File: config.mk
export PLATFORM = sky130hd
export DESIGN_NAME = uart_cmd_ctrl
export DESIGN_NICKNAME = d
export VERILOG_FILES = /design/src/rtl/uart_bridge_pkg.sv /design/src/rtl/uart_timeout_cnt.sv /design/src/rtl/uart_cmd_ctrl.sv
export SDC_FILE = /design/constraint.sdc
export NUM_CORES = 1
export LEC_CHECK = 0
export ABC_AREA = 1
export BUFFER_PORTS_ARGS = -buffer_cell sky130_fd_sc_hd__buf_2
export CAP_MARGIN = 30
export CORE_AREA = 2 2 89 91
export CTS_CLUSTER_DIAMETER = 150
export DETAILED_ROUTE_END_ITERATION = 8
export DIE_AREA = 0 0 91 93
export SLEW_MARGIN = 20
export SYNTH_ARGS = -nofsm -noshare
export SYNTH_HDL_FRONTEND = slang
export SYNTH_HIERARCHICAL = 1
export SYNTH_SLANG_ARGS = --single-unit
File: constraint.sdc
create_clock -name clk -period 2.3 [get_ports clk]
set_input_delay 0.46 -clock clk [delete_from_list [all_inputs] [get_ports clk]]
set_output_delay 0.46 -clock clk [all_outputs]
set_load 0.05 [all_outputs]
File: src/rtl/uart_bridge_pkg.sv
// uart_bridge_pkg: shared types and constants for the UART command bridge.
package uart_bridge_pkg;

    // Frame parser states.
    typedef enum logic [1:0] {
        StIdle,
        StLen,
        StCmd,
        StPay
    } cmd_state_t;

    // Upper nibble that marks a header byte unless overridden per instance.
    localparam logic [3:0] SYNC_NIBBLE_DEFAULT = 4'hA;

    typedef logic [3:0] cmd_op_t;

endpackage

File: src/rtl/uart_timeout_cnt.sv
// uart_timeout_cnt: inter-byte idle counter used by uart_cmd_ctrl.
module uart_timeout_cnt #(
    parameter int unsigned LIMIT = 100000
) (
    input  logic clk,
    input  logic rst_n,
    input  logic clear,
    input  logic count_en,
    output logic expired
);

    localparam int unsigned CntW = (LIMIT > 1) ? $clog2(LIMIT) : 1;
    localparam logic [CntW-1:0] CntMax = CntW'(LIMIT - 1);

    logic [CntW-1:0] cnt_q, cnt_d;

    // Raised on the last counting cycle; the owner decides whether a byte beats it.
    assign expired = count_en && (cnt_q == CntMax);

    // Clear wins over counting; wrap after expiry so a stale maximum never lingers.
    always_comb begin
        cnt_d = cnt_q;
        if (clear) begin
            cnt_d = '0;
        end else if (count_en) begin
            cnt_d = (cnt_q == CntMax) ? '0 : cnt_q + CntW'(1);
        end
    end

    // Counter register.
    always_ff @(posedge clk or negedge rst_n) begin
        if (!rst_n) begin
            cnt_q <= '0;
        end else begin
            cnt_q <= cnt_d;
        end
    end

endmodule

File: src/rtl/uart_cmd_ctrl.sv
// uart_cmd_ctrl: frames UART bytes into a command header plus payload stream.
// Optional inter-byte timeout is built in when UART_CMD_TIMEOUT_EN is defined.
module uart_cmd_ctrl
    import uart_bridge_pkg::*;
#(
    parameter int unsigned TIMEOUT_CYCLES = 100000,
    parameter logic [3:0]  SYNC_NIBBLE    = SYNC_NIBBLE_DEFAULT
) (
    input  logic        clk,
    input  logic        rst_n,
    input  logic [7:0]  rx_data,
    input  logic        rx_valid,
    output logic        rx_ready,
    output logic [3:0]  cmd_op,
    output logic [7:0]  cmd_len,
    output logic        cmd_valid,
    input  logic        cmd_ready,
    output logic [7:0]  pay_data,
    output logic        pay_valid,
    output logic        pay_last,
    input  logic        pay_ready,
    output logic        err_sync,
    output logic        err_timeout,
    output logic        pay_abort,
    output logic        busy,
    output logic [15:0] frame_cnt
);

    cmd_state_t  state_q, state_d;
    cmd_op_t     op_q;
    logic [7:0]  len_q;
    logic [7:0]  rem_q;
    logic [15:0] frame_cnt_q;
    logic        err_sync_q;

    logic rx_fire;
    logic pay_fire;
    logic hdr_ok;
    logic frame_done;
    logic tmo_fire;

    assign rx_fire  = rx_valid && rx_ready;
    assign pay_fire = pay_valid && pay_ready;
    assign hdr_ok   = (rx_data[7:4] == SYNC_NIBBLE);

    // A frame completes on the header handshake of an empty frame or on the last payload beat.
    assign frame_done = ((state_q == StCmd) && cmd_ready && (len_q == 8'd0)) ||
                        ((state_q == StPay) && pay_fire && (rem_q == 8'd1));

`ifdef UART_CMD_TIMEOUT_EN
    logic tmo_clear;
    logic tmo_count;
    logic tmo_expired;

    // Restart on every byte and when the header is handed off (entry to PAY).
    assign tmo_clear = rx_fire || ((state_q == StCmd) && cmd_ready);
    // A downstream stall (byte waiting, pay_ready low) must not count.
    assign tmo_count = (state_q == StLen) || ((state_q == StPay) && !rx_valid);

    uart_timeout_cnt #(
        .LIMIT (TIMEOUT_CYCLES)
    ) u_timeout_cnt (
        .clk      (clk),
        .rst_n    (rst_n),
        .clear    (tmo_clear),
        .count_en (tmo_count),
        .expired  (tmo_expired)
    );

    assign tmo_fire    = tmo_expired && !rx_fire;
    assign err_timeout = tmo_fire;
    assign pay_abort   = tmo_fire && (state_q == StPay);
`else
    logic unused_timeout_cfg;
    assign unused_timeout_cfg = ^TIMEOUT_CYCLES;
    assign tmo_fire    = 1'b0;
    assign err_timeout = 1'b0;
    assign pay_abort   = 1'b0;
`endif

    // State register.
    always_ff @(posedge clk or negedge rst_n) begin
        if (!rst_n) begin
            state_q <= StIdle;
        end else begin
            state_q <= state_d;
        end
    end

    // Next-state logic.
    always_comb begin
        state_d = state_q;
        case (state_q)
            StIdle: if (rx_fire && hdr_ok) state_d = StLen;
            StLen: begin
                if (rx_fire) state_d = StCmd;
                else if (tmo_fire) state_d = StIdle;
            end
            StCmd: if (cmd_ready) state_d = (len_q == 8'd0) ? StIdle : StPay;
            StPay: begin
                if (pay_fire && (rem_q == 8'd1)) state_d = StIdle;
                else if (tmo_fire) state_d = StIdle;
            end
            default: state_d = StIdle;
        endcase
    end

    // Handshake outputs; payload is a pure pass-through while in PAY.
    always_comb begin
        rx_ready  = 1'b1;
        cmd_valid = 1'b0;
        pay_valid = 1'b0;
        pay_last  = 1'b0;
        busy      = (state_q != StIdle);
        case (state_q)
            StCmd: begin
                rx_ready  = 1'b0;
                cmd_valid = 1'b1;
            end
            StPay: begin
                rx_ready  = pay_ready;
                pay_valid = rx_valid;
                pay_last  = (rem_q == 8'd1);
            end
            default: ;
        endcase
    end

    // Header fields, remaining-byte count, frame counter and sync error pulse.
    always_ff @(posedge clk or negedge rst_n) begin
        if (!rst_n) begin
            op_q        <= '0;
            len_q       <= '0;
            rem_q       <= '0;
            frame_cnt_q <= '0;
            err_sync_q  <= 1'b0;
        end else begin
            err_sync_q <= (state_q == StIdle) && rx_fire && !hdr_ok;
            if ((state_q == StIdle) && rx_fire && hdr_ok) begin
                op_q <= rx_data[3:0];
            end
            if ((state_q == StLen) && rx_fire) begin
                len_q <= rx_data;
                rem_q <= rx_data;
            end else if ((state_q == StPay) && pay_fire) begin
                rem_q <= rem_q - 8'd1;
            end
            if (frame_done) begin
                frame_cnt_q <= frame_cnt_q + 16'd1;
            end
        end
    end

    assign cmd_op    = op_q;
    assign cmd_len   = len_q;
    assign pay_data  = rx_data;
    assign err_sync  = err_sync_q;
    assign frame_cnt = frame_cnt_q;

endmodule

==> results by group <==
Timing
  – Setup TNS: 0 ns
  – RSZ-0062 raised after global routing: false
  – Min Tclk post-route: 2.013 ns
  – Final Cycle Share: 87.52%
  – Fin. max-slew vios: 0
  – Post-route setup slack: 0.2869 ns
  – Final setup fails: 0
  – Final hold viol count: 0
  – Fmax: 496.8 MHz
  – Clk_skew: ~0.0053 ns

Clock tree
  – Root Driver: clkbuf_8
  – Cts repair resizes: 0
  – Sink Count: 39
  – CTS clock-pin slew for the worst setup and hold paths: ~0.080 ns
  – Clk_lat worst skew: 0.30 ns
  – CTS Buf Count: 5
  – Htree depth: 2
  – CTS tree: built
  – # hold bufs at CTS: 0
  – Buffer levels on the longest clock path: 2
  – Post-CTS setup buffer count: 0

Critical path
  – Critical path type: reg2out
  – Reg2reg start: state_q[1]$_DFFE_PN0P_
  – FF-to-FF End: state_q[1]$_DFFE_PN0P_
  – Critical Path RT: 1.84 ns
  – Register-to-register setup slack: 0.68 ns
  – Reg2Reg Depth: 7
  – CP max FO: 5
  – Critical Path End Type: output pin
  – Setup crit start kind: flop
  – Worst EP arrival: about 1.6 ns

Yosys
  – Mapped Area: approximately 2300 sq um
  – Seq cells post-synth: 39
  – Synth Area in Compound Gates: ~3.9%
  – Ys Warns: 6
  – EDFF count, synth: 0
  – Async SR Flop Fraction: 100.0%
  – Library cells used by synthesis: 25
  – Xor and xnor fraction of the mapped netlist area: 5.030%
  – Largest family of logic cells by synthesized area: simple AND/OR/NAND/NOR gates
  – Syn_area_per_cell: approximately 7.3 sq um
  – Mux cell area share after synthesis: 0%
  – Part of the Yosys area used for sequential elements: 43.12%
  – Post-Syn Instances: 311
  – Dominant register cell in the synthesized netlist: dfrtp_1
  – Synth Area in Simple Gates: roughly 36%
  – Post-synthesis adder-cell area fraction: 1.658%

Worst hold path
  – Hold crit path type: in2async

Die
  – Initial core utilization: 30.07%
  – FP Rows: 32
  – Die Y-Extent: 93 microns
  – IO Pins: 57
  – Core area: 7527 sq um
  – Die width: 91 microns
  – Total die area: 8463 sq um

Routing
  – Drt first pass iters: 5
  – Via-per-instance ratio: around 4.6
  – Drt wl/cell: 11.91 microns
  – Final wirelength: 5536 microns
  – DRT iter0 DRCs: 90
  – Met2 WL: between 2000 and 3000 microns
  – Detail Route Antenna Nets: 0
  – Met1 Wirelength: 2641 microns
  – Top Metal Used: met4
  – Via count: 2,119
  – Wire length on met3: 331 microns
  – DR DRC count: 0

Finish
  – Final layout net count: 378
  – Finished Cell Area: roughly 2700 sq um
  – Number of inserted diodes: 0
  – Share of cells above drive strength 1: 19.56%
  – Final core utilization: 35.90%
  – Area growth syn-to-layout: 19.40%

Placed design
  – Placed inst area: 2585 sq um
  – Number of port buffers: 54
  – GP Congestion: 0.8103
  – Dpl ws: 0.5383 ns
  – Final HPWL DP: 4197 microns

GRT
  – Largest net degree at the start of global routing: 19
  – Tot GR Track Use: 13.91%
  – Initial antenna violation count: 0
  – First-pass GRT wire length: 9597 microns
  – GRT overflow: 0
  – Vias in the first global route: 2,041

Power
  – Power consumption: 3112 uW
  – Power Dens Cells: 1152 nW/um^2
  – Maximum vdd drop: 0.7119 mV
  – Lkg Pwr: 0.001479 uW

Job
  – Max Cap Violations: 0

Run status
  – Run status: finished clean
## stage by stage
| step | std cells | hold WS (ns) |
|---|---|---|
| 2_1_floorplan | 312 | 0.1644 |
| 3_3_place_gp | 457 | 0.3918 |
| 3_5_place_dp | 457 | 0.3969 |
| 4_1_cts | 465 | 0.07383 |
| 5_1_grt | 465 | 0.08380 |
| 6_report | 465 | 0.06245 |
## cells in the mapped netlist, types with 2 or more instances
cell	number	area share, %
nand2_1	114	19
dfrtp_1	39	43
nand3_1	34	7.5
inv_1	32	5.3
nor2_1	29	4.8
o21ai_0	12	2.7
buf_4	10	3.3
xor2_1	7	2.7
xnor2_1	6	2.3
nand4_1	5	1.4
ha_1	3	1.7
nor3_1	3	0.66
o211ai_1	3	0.99
nand2_2	2	0.55
nand2_4	2	0.99
## flip-flops by register name (all words and copies together) (netlist names)
register,cells
rem_q,8
cmd_op,4
frame_cnt,16
cmd_len,8
state_q,2
err_sync,1
## where the power goes
group / total, uW / switching, uW / internal [uW]
Combinational: 1450 / 1070 / 375
Clock: 613 / 262 / 351
Sequential: 1050 / 163 / 888
Total: 3110 / 1500 / 1610
## worst max-delay path by stage
stage                     slack (ns)                     end  cells after the start            startpoint
after floorplan                 0.07                pay_last                      4  rem_q[1]$_DFFE_PN0P_
after global placement          0.58                pay_last                      5  rem_q[1]$_DFFE_PN0P_
after detailed placement        0.54  state_q[1]$_DFFE_PN0P_                      8              rx_valid
after CTS                       0.26                pay_last                      5  rem_q[1]$_DFFE_PN0P_
after global routing            0.19                pay_last                      5  rem_q[1]$_DFFE_PN0P_
final                           0.29                pay_last                      5  rem_q[1]$_DFFE_PN0P_
## critical path, cell delays in order (launching register included)
cell and delay, ns:
dfrtp_1 0.36, inv_1 0.13, ha_1 0.17, nand3_1 0.10, nor3_1 0.19, buf_2 0.29
## per-layer routing
metal,up-vias,track usage [%]
li1,1066,-
met1,989,18.85
met2,61,22.78
met3,3,3.143
met4,0,3.157
met5,-,0
## layout make-up
class / instances / area, sq um
fillers: 823 / 4825
multi-input cells: 226 / 1069
flip-flops and latches: 39 / 975.9
repair buffers: 56 / 285.3
inverters: 34 / 127.6
well taps: 102 / 127.6
clock buffers: 6 / 82.58
clock inverters: 2 / 35.03
## cell usage in the layout, fill, tap and decap left out, types with 3 or more instances in the layout
cell        n
buf_2      54
nand2_1   114
xor2_1      7
ha_1        3
dfrtp_1    39
o21ai_0    12
nor3_1      3
clkbuf_8    6
nor2_1     29
inv_1      32
nand3_1    34
xnor2_1     6
o211ai_1    3
nand4_1     5
## kinds of logic (layout without fill, tap and decap cells)
family | after synthesis | after routing
AO/OA/AOI/OAI | 16 | 16
buffers and inverters | 47 | 98
adder cells (fa/ha/maj) | 3 | 3
AND/OR/NAND/NOR | 192 | 192
other | 1 | 2
XOR/XNOR | 13 | 13
flip-flops | 39 | 39
Note: power is estimated with default switching activity, not from simulation.
